**config.mk**
```make
export PLATFORM = sky130hd
export DESIGN_NAME = cdc_tx_arbiter_flat
export DESIGN_NICKNAME = d
export VERILOG_FILES = /design/src/rtl/cdc_tx_arbiter_pkg.sv /design/src/rtl/cdc_tx_arbiter_if.sv /design/src/rtl/cdc_tx_arbiter_rr_pick.sv /design/src/rtl/cdc_tx_arbiter.sv /design/src/flat_wrapper.sv
export SDC_FILE = /design/constraint.sdc
export NUM_CORES = 1
export LEC_CHECK = 0
export ABC_AREA = 0
export CORE_AREA = 2 2 54 81
export DETAILED_ROUTE_END_ITERATION = 12
export DIE_AREA = 0 0 56 83
export PLACE_DENSITY_LB_ADDON = 0.2
export RECOVER_POWER = 100
export SLEW_MARGIN = 5
export SYNTH_ARGS = -nofsm -noshare
export SYNTH_HDL_FRONTEND = slang
export SYNTH_SLANG_ARGS = --single-unit
```
**constraint.sdc**
```tcl
create_clock -name clk -period 2.25 [get_ports clk]
set_input_delay 0.45 -clock clk [delete_from_list [all_inputs] [get_ports clk]]
set_output_delay 0.45 -clock clk [all_outputs]
set_load 0.1 [all_outputs]
```
**src/rtl/cdc_tx_arbiter_pkg.sv**
```systemverilog
// cdc_arb_pkg: shared types and constants for the CDC transmit arbiter.
//   cdc_arb_state_t : arbiter FSM states (IDLE, TAG, GRANT)
//   TAG_BASE        : upper nibble of the channel tag byte (tag = TAG_BASE | channel)
//   sat_inc8        : 8-bit saturating increment used by the gap timer
package cdc_arb_pkg;

  typedef enum logic [1:0] {
    IDLE  = 2'd0,
    TAG   = 2'd1,
    GRANT = 2'd2
  } cdc_arb_state_t;

  localparam logic [7:0] TAG_BASE = 8'hF0;

  // Increment that sticks at 255 so a long idle run cannot wrap back to zero.
  function automatic logic [7:0] sat_inc8(input logic [7:0] v);
    return (v == 8'hFF) ? 8'hFF : (v + 8'd1);
  endfunction

endpackage

```
**src/rtl/cdc_tx_arbiter_if.sv**
```systemverilog
// cdc_tx_arbiter_if: byte-stream bundle between NCH requesters, the arbiter
// and the usb_serial_top send port.
//   req_data/req_valid/req_ready : per-channel requester handshake
//   send_data/send_valid/send_ready : shared stream toward usb_serial_top
//   grant_id/busy                : arbiter status
// Modports: slave = arbiter side, master = user logic / sink side.
interface cdc_tx_arbiter_if #(
  parameter int NCH = 4
);
  localparam int IW = $clog2(NCH);

  logic [NCH-1:0][7:0] req_data;
  logic [NCH-1:0]      req_valid;
  logic [NCH-1:0]      req_ready;
  logic [7:0]          send_data;
  logic                send_valid;
  logic                send_ready;
  logic [IW-1:0]       grant_id;
  logic                busy;

  modport slave (
    input  req_data, req_valid, send_ready,
    output req_ready, send_data, send_valid, grant_id, busy
  );

  modport master (
    output req_data, req_valid, send_ready,
    input  req_ready, send_data, send_valid, grant_id, busy
  );

endinterface

```
**src/rtl/cdc_tx_arbiter_rr_pick.sv**
```systemverilog
// cdc_rr_pick: combinational round-robin priority encoder.
//   req   : request vector, one bit per channel
//   last  : most recently granted channel; the search starts just after it
//   found : at least one request is pending
//   idx   : first requesting channel after last, wrapping at NCH
module cdc_rr_pick #(
  parameter int NCH = 4,
  parameter int IW  = $clog2(NCH)
) (
  input  logic [NCH-1:0] req,
  input  logic [IW-1:0]  last,
  output logic           found,
  output logic [IW-1:0]  idx
);

  int            sum_s;
  logic [IW-1:0] cand_s;
  logic          hit_s;

  // Walk the channels in rotation order from last+1; the first hit wins.
  always_comb begin
    found  = 1'b0;
    idx    = '0;
    sum_s  = 0;
    cand_s = '0;
    hit_s  = 1'b0;
    for (int k = 0; k < NCH; k++) begin
      sum_s  = int'(last) + 1 + k;
      // sum_s never exceeds 2*NCH-1, so one conditional subtract wraps it
      cand_s = IW'((sum_s >= NCH) ? (sum_s - NCH) : sum_s);
      hit_s  = req[cand_s] & ~found;
      idx    = hit_s ? cand_s : idx;
      found  = found | hit_s;
    end
  end

endmodule

```
**src/rtl/cdc_tx_arbiter.sv**
```systemverilog
// cdc_tx_arbiter: shares the single CDC device-to-host byte stream between NCH
// byte-stream requesters with burst-granular round-robin grants. A grant ends
// after MAXBURST accepted bytes or GAP consecutive idle cycles of the granted
// channel; with TAG_EN=1 every grant starts with a tag byte TAG_BASE | channel.
// Ports:
//   clk      : system clock
//   usb_rstn : asynchronous active-low reset
//   bus      : cdc_tx_arbiter_if.slave (requester handshakes, send stream, status)
module cdc_tx_arbiter
  import cdc_arb_pkg::*;
#(
  parameter int NCH      = 4,
  parameter int MAXBURST = 32,
  parameter int GAP      = 64,
  parameter int TAG_EN   = 1
) (
  input  logic                 clk,
  input  logic                 usb_rstn,
  cdc_tx_arbiter_if.slave      bus
);

  localparam int             IW         = $clog2(NCH);
  localparam logic [7:0]     MAXBURST_B = 8'(MAXBURST);
  localparam logic [7:0]     GAP_B      = 8'(GAP);

  cdc_arb_state_t state_r;
  logic [IW-1:0]  g_r;
  logic [IW-1:0]  last_r;
  logic [7:0]     burst_r;
  logic [7:0]     gap_r;

  logic           pick_found_s;
  logic [IW-1:0]  pick_idx_s;
  logic           accept_s;
  logic           g_valid_s;
  logic [7:0]     burst_inc_s;
  logic [7:0]     gap_inc_s;
  logic [NCH-1:0] req_ready_s;
  logic [7:0]     send_data_s;
  logic           send_valid_s;

  cdc_rr_pick #(
    .NCH (NCH),
    .IW  (IW)
  ) u_pick (
    .req   (bus.req_valid),
    .last  (last_r),
    .found (pick_found_s),
    .idx   (pick_idx_s)
  );

  // Granted-channel handshake and next counter values.
  always_comb begin
    g_valid_s   = bus.req_valid[g_r];
    accept_s    = (state_r == GRANT) && g_valid_s && bus.send_ready;
    burst_inc_s = burst_r + 8'd1;
    gap_inc_s   = sat_inc8(gap_r);
  end

  // Output muxes: quiet in IDLE, tag byte in TAG, transparent pass-through in GRANT.
  always_comb begin
    req_ready_s  = '0;
    send_data_s  = 8'h00;
    send_valid_s = 1'b0;
    case (state_r)
      IDLE: begin
        send_valid_s = 1'b0;
      end
      TAG: begin
        send_data_s  = TAG_BASE | 8'(g_r);
        send_valid_s = 1'b1;
      end
      GRANT: begin
        send_data_s        = bus.req_data[g_r];
        send_valid_s       = g_valid_s;
        req_ready_s[g_r]   = bus.send_ready;
      end
      default: begin
        send_valid_s = 1'b0;
      end
    endcase
  end

  // Arbiter FSM with grant/last registers and burst/gap counters.
  always_ff @(posedge clk or negedge usb_rstn) begin
    if (!usb_rstn) begin
      state_r <= IDLE;
      g_r     <= '0;
      last_r  <= IW'(NCH - 1);   // channel 0 is first in line after reset
      burst_r <= 8'd0;
      gap_r   <= 8'd0;
    end else begin
      case (state_r)
        IDLE: begin
          if (pick_found_s) begin
            g_r     <= pick_idx_s;
            last_r  <= pick_idx_s;
            burst_r <= 8'd0;
            gap_r   <= 8'd0;
            state_r <= (TAG_EN != 0) ? TAG : GRANT;
          end
        end
        TAG: begin
          if (bus.send_ready) begin
            state_r <= GRANT;
          end
        end
        GRANT: begin
          if (accept_s) begin
            burst_r <= burst_inc_s;
            gap_r   <= 8'd0;
            if (burst_inc_s == MAXBURST_B) begin
              state_r <= IDLE;
            end
          end else if (!g_valid_s) begin
            gap_r <= gap_inc_s;
            if (gap_inc_s == GAP_B) begin
              state_r <= IDLE;
            end
          end
          // valid with no ready is backpressure: counters hold
        end
        default: begin
          state_r <= IDLE;
        end
      endcase
    end
  end

  assign bus.req_ready  = req_ready_s;
  assign bus.send_data  = send_data_s;
  assign bus.send_valid = send_valid_s;
  assign bus.grant_id   = g_r;
  assign bus.busy       = (state_r != IDLE);

endmodule

```
**src/flat_wrapper.sv**
```systemverilog
// flat-port wrapper written by rule: the top's interface ports become plain ports
module cdc_tx_arbiter_flat import cdc_arb_pkg::*;
#(
  parameter int NCH      = 4,
  parameter int MAXBURST = 32,
  parameter int GAP      = 64,
  parameter int TAG_EN   = 1
)
  (clk, usb_rstn, bus_req_data, bus_req_valid, bus_send_ready, bus_req_ready, bus_send_data, bus_send_valid, bus_grant_id, bus_busy);
  cdc_tx_arbiter_if #(.NCH(NCH)) bus_i ();
  input  logic clk;
  input  logic usb_rstn;
  input wire logic [$bits(bus_i.req_data)-1:0] bus_req_data;
  input wire logic [$bits(bus_i.req_valid)-1:0] bus_req_valid;
  input wire logic [$bits(bus_i.send_ready)-1:0] bus_send_ready;
  output wire logic [$bits(bus_i.req_ready)-1:0] bus_req_ready;
  output wire logic [$bits(bus_i.send_data)-1:0] bus_send_data;
  output wire logic [$bits(bus_i.send_valid)-1:0] bus_send_valid;
  output wire logic [$bits(bus_i.grant_id)-1:0] bus_grant_id;
  output wire logic [$bits(bus_i.busy)-1:0] bus_busy;
  assign bus_i.req_data = bus_req_data;
  assign bus_i.req_valid = bus_req_valid;
  assign bus_i.send_ready = bus_send_ready;
  assign bus_req_ready = bus_i.req_ready;
  assign bus_send_data = bus_i.send_data;
  assign bus_send_valid = bus_i.send_valid;
  assign bus_grant_id = bus_i.grant_id;
  assign bus_busy = bus_i.busy;
  cdc_tx_arbiter #(.NCH(NCH), .MAXBURST(MAXBURST), .GAP(GAP), .TAG_EN(TAG_EN)) u_core (.clk(clk), .usb_rstn(usb_rstn), .bus(bus_i));
endmodule
```
==> results_tabular.tex <==
\begin{tabular}{lr}
\hline
Metric & Value \\
\hline
\multicolumn{2}{l}{\textbf{Floorplanning}} \\
Die area & roughly 4600 µm² \\
Ports & 55 \\
Floorplan Core Area & 3920 µm² \\
Row count & 28 \\
Effective utilization at floorplan & 0.460 \\
Horizontal die dimension & approximately 56 µm \\
Chip Height & between 80 and 90 µm \\
\multicolumn{2}{l}{\textbf{Final layout}} \\
Area growth syn-to-layout & 61.8\% \\
Final instance area & around 2900 µm² \\
Final Non-Filler Cells & 320 \\
Fraction of final layout cells sized beyond drive strength 1 & 0.356 \\
Final \#Nets & 320 \\
Util after Layout & 0.744 \\
Antenna cells & 0 \\
\multicolumn{2}{l}{\textbf{STA}} \\
Worst slew pin tran & around 1200 ps \\
Crit path setup slack, layout & -55.3 ps \\
Tmin final & 2310 ps \\
Sum of negative setup slack & -101 ps \\
Fmax achieved & 434 MHz \\
Worst hold margin & $\sim$550 ps \\
Clock skew after layout & 1.64 ps \\
Count of final setup violators & 2 \\
Relative slew slack & 0.207 \\
Count of final max-slew check failures & 0 \\
Final worst-path cycle share & 1.02 \\
Final Hold Vio Count & 0 \\
Unrepaired setup endpoints after global routing & true \\
\multicolumn{2}{l}{\textbf{Power}} \\
Static Leakage & 1.24 nW \\
Worst VDD drop & 1.43 mV \\
Power density over the cells & around 1400 nW/µm² \\
\multicolumn{2}{l}{\textbf{Detailed routing}} \\
Final Routed Wirelength & 4.88 mm \\
Number of iterations in the first detailed-routing pass & 4 \\
Per-cell via count in the routed design & 5.78 \\
Post-route ant nets & 0 \\
Total via count in the routed design & 1850 \\
Detailed Route Iter0 Violations & 53 \\
Detailed-route wire length per cell & around 15 µm \\
\# DRC & 0 \\
\multicolumn{2}{l}{\textbf{Logic synthesis}} \\
Flip-flop and latch count after synthesis & 22 \\
Synth top cells by count & dfrtp\_1, o21ai\_0, a21oi\_1 \\
Cell taking the most area after synthesis & dfrtp\_1 \\
Area contributors post-synth & dfrtp\_1, mux4\_2, o21ai\_0, a21oi\_1, ha\_1 \\
Ys flop type & dfrtp\_1 \\
Share of synthesized area occupied by flip-flops and latches & 0.307 \\
Share of the synthesized area in the top cell type & 0.277 \\
Summed instance area of the synthesized netlist & 1800 µm² \\
Number of warning messages in the yosys log & 0 \\
Most used standard cell by instance count after synthesis & dfrtp\_1 \\
Synthesized Nets & 243 \\
Cells after Synth & 199 \\
Post-synth EDFFs & 0 \\
Async SR Flop Fraction & 1.00 \\
Mapped Avg Cell Area & 9.07 µm² \\
Synth cell types & 55 \\
\multicolumn{2}{l}{\textbf{Setup path}} \\
Critical Setup Path Class & reg -> out \\
Critical Path Sink Type & output port \\
Ordered list of cells on the worst path & buf\_12 > mux4\_2 > a21oi\_2 > buf\_4 > nor2b\_4 > buf\_12 \\
Required time of the critical path & 1800 ps \\
Master of the slowest instance on the critical path & dfrtp\_4 \\
Delay of the slowest cell on the worst path & around 520 ps \\
Worst path top cell family by delay & flip-flops \\
Crit path top cell by count & buf\_12 \\
Kind of start point of the critical path & flop \\
Endpoint arrival time on the critical path & 1860 ps \\
Worst-path maximum fanout & 4 \\
Buffer and inverter count on the worst path & 3 \\
\multicolumn{2}{l}{\textbf{Global route}} \\
Largest net degree at the start of global routing & 23 \\
First-pass GRT wire length & 8.38 mm \\
Number of global-route vias before repair & about 1800 \\
Number of antenna violations at the first check in global routing & 0 \\
Grt ovf & 0 \\
Overall fraction of global-route tracks in use & 0.221 \\
\multicolumn{2}{l}{\textbf{Placement}} \\
Buffers on Ports & between 50 and 60 \\
Post-detailed-placement half-perimeter wirelength & roughly 3.7 mm \\
Placement Cell Area & around 2700 µm² \\
Routability Congestion & 0.856 \\
Number of placed cells counting well taps & between 300 and 400 \\
\multicolumn{2}{l}{\textbf{Clock tree}} \\
Bufs on Longest Clock Path & 2 \\
Clock tree from TritonCTS & built \\
Number of buffers inserted by hold repair at cts & 0 \\
H-tree levels & 1 \\
CTS Buf Count & 3 \\
Register clock-pin slew on the reported worst setup and hold paths & 80 ps \\
Later-pin clock latency in the skew report & 260 ps \\
Clock Root Buffer & clkbuf\_8 \\
Sinks on the clock net & 22 \\
\multicolumn{2}{l}{\textbf{Hold path}} \\
Worst min-delay path category & reg -> reg \\
\multicolumn{2}{l}{\textbf{Job}} \\
Max Cap Violations & 0 \\
\multicolumn{2}{l}{\textbf{Run status}} \\
Result of the run & complete, but fails checks \\
Violated checks & negative setup slack \\
\hline
\end{tabular}
==> worst register-to-register path, delay by kind of cell, from the launching register on <==
kind	cells	cell delay (ps)
AOI/OAI and AO/OA	4	630
buffers and inverters	3	430
DFF	1	520
muxes	1	440
==> power by group <==
| group | switching (mW) | total [mW] | leakage [nW] | internal [mW] |
|---|---|---|---|---|
| logic | 1.71 | 2.99 | 0.914 | 1.28 |
| clock network | 0.129 | 0.366 | 0.0357 | 0.238 |
| registers | 0.135 | 0.632 | 0.290 | 0.497 |
| total | 1.97 | 3.99 | 1.24 | 2.01 |
==> area by class of cell <==
class                      instances  area [µm²]
clock inverter                     1        30.0
clock buffer                       3        41.3
tap                               45        56.3
inverter                           8        30.0
timing repair buffer              83         918
sequential                        22         561
fill                             292        1000
multi-input combinational        158        1280
==> layout by cell type, fill, tap and decap left out, drive strengths merged, types with 2 or more instances in the layout <==
master and n:
nor2 13, buf 42, o21ai 19, mux2i 2, nand4 2, clkbuf 6
nand2 14, nor3 3, a211o 2, o211ai 4, clkdlybuf4s50 33, dfstp 2
and3 8, mux4 9, o2111ai 2, o21a 3, a22oi 3, a21o 5
nand3 11, a21oi 17, ha 5, o22a 2, dlygate4sd2 4, nor2b 8
o31ai 3, inv 8, nor4 2, nand2b 3, dfrtp 20
==> final timing paths <==
check,from,end,slack (ps),depth (start not counted)
worst max-delay path,u_core.bus.grant_id[0]$_DFFE_PN0P_,bus_send_valid,-60,6
worst min-delay path,u_core.burst_r[4]$_DFFE_PN0P_,u_core.burst_r[4]$_DFFE_PN0P_,550,1
worst max register to register,u_core.bus.grant_id[0]$_DFFE_PN0P_,u_core.burst_r[5]$_DFFE_PN0P_,140,8
worst min register to register,u_core.burst_r[4]$_DFFE_PN0P_,u_core.burst_r[4]$_DFFE_PN0P_,550,1
max in group asynchronous,usb_rstn,u_core.bus.grant_id[0]$_DFFE_PN0P_,460,2
min in group asynchronous,usb_rstn,u_core.gap_r[4]$_DFFE_PN0P_,940,2
==> stage by stage <==
step	power, mW	worst slack (ps)
2_1_floorplan	2.59	-48.2
3_3_place_gp	3.38	-126
3_5_place_dp	3.40	-133
4_1_cts	3.99	-47.9
5_1_grt	4.20	-135
6_report	3.99	-55.3
==> flip-flops by register name, summed over array words and instances (netlist names) <==
register and count:
u_core.gap_r 8, u_core.state_r 2, u_core.last_r 2, u_core.bus.grant_id 2, u_core.burst_r 8
==> metal layers <==
metal	routed length [µm]	vias up	share of wire	GRT usage
met5	0	-	0	0
met4	58	0	0.012	0.0649
met3	276	5	0.057	0.0249
met2	2550	64	0.52	0.394
met1	2000	872	0.41	0.276
li1	-	909	-	-
==> cells by family after synthesis <==
kind of cell | after synthesis | synth area share
simple gates | 71 | 0.209
compound gates | 69 | 0.257
flops | 22 | 0.307
buf+inv | 19 | 0.0596
mux | 11 | 0.123
fa+ha+maj | 5 | 0.0347
xor+xnor | 2 | 0.00971
==> what timing repair did <==
action	4_1_cts	5_1_grt
endpoints found under the setup margin	9	11
pin swaps	6	1
gates resized for setup	15	3
setup buffers	7	1
Note: power is estimated with default switching activity, not from simulation.
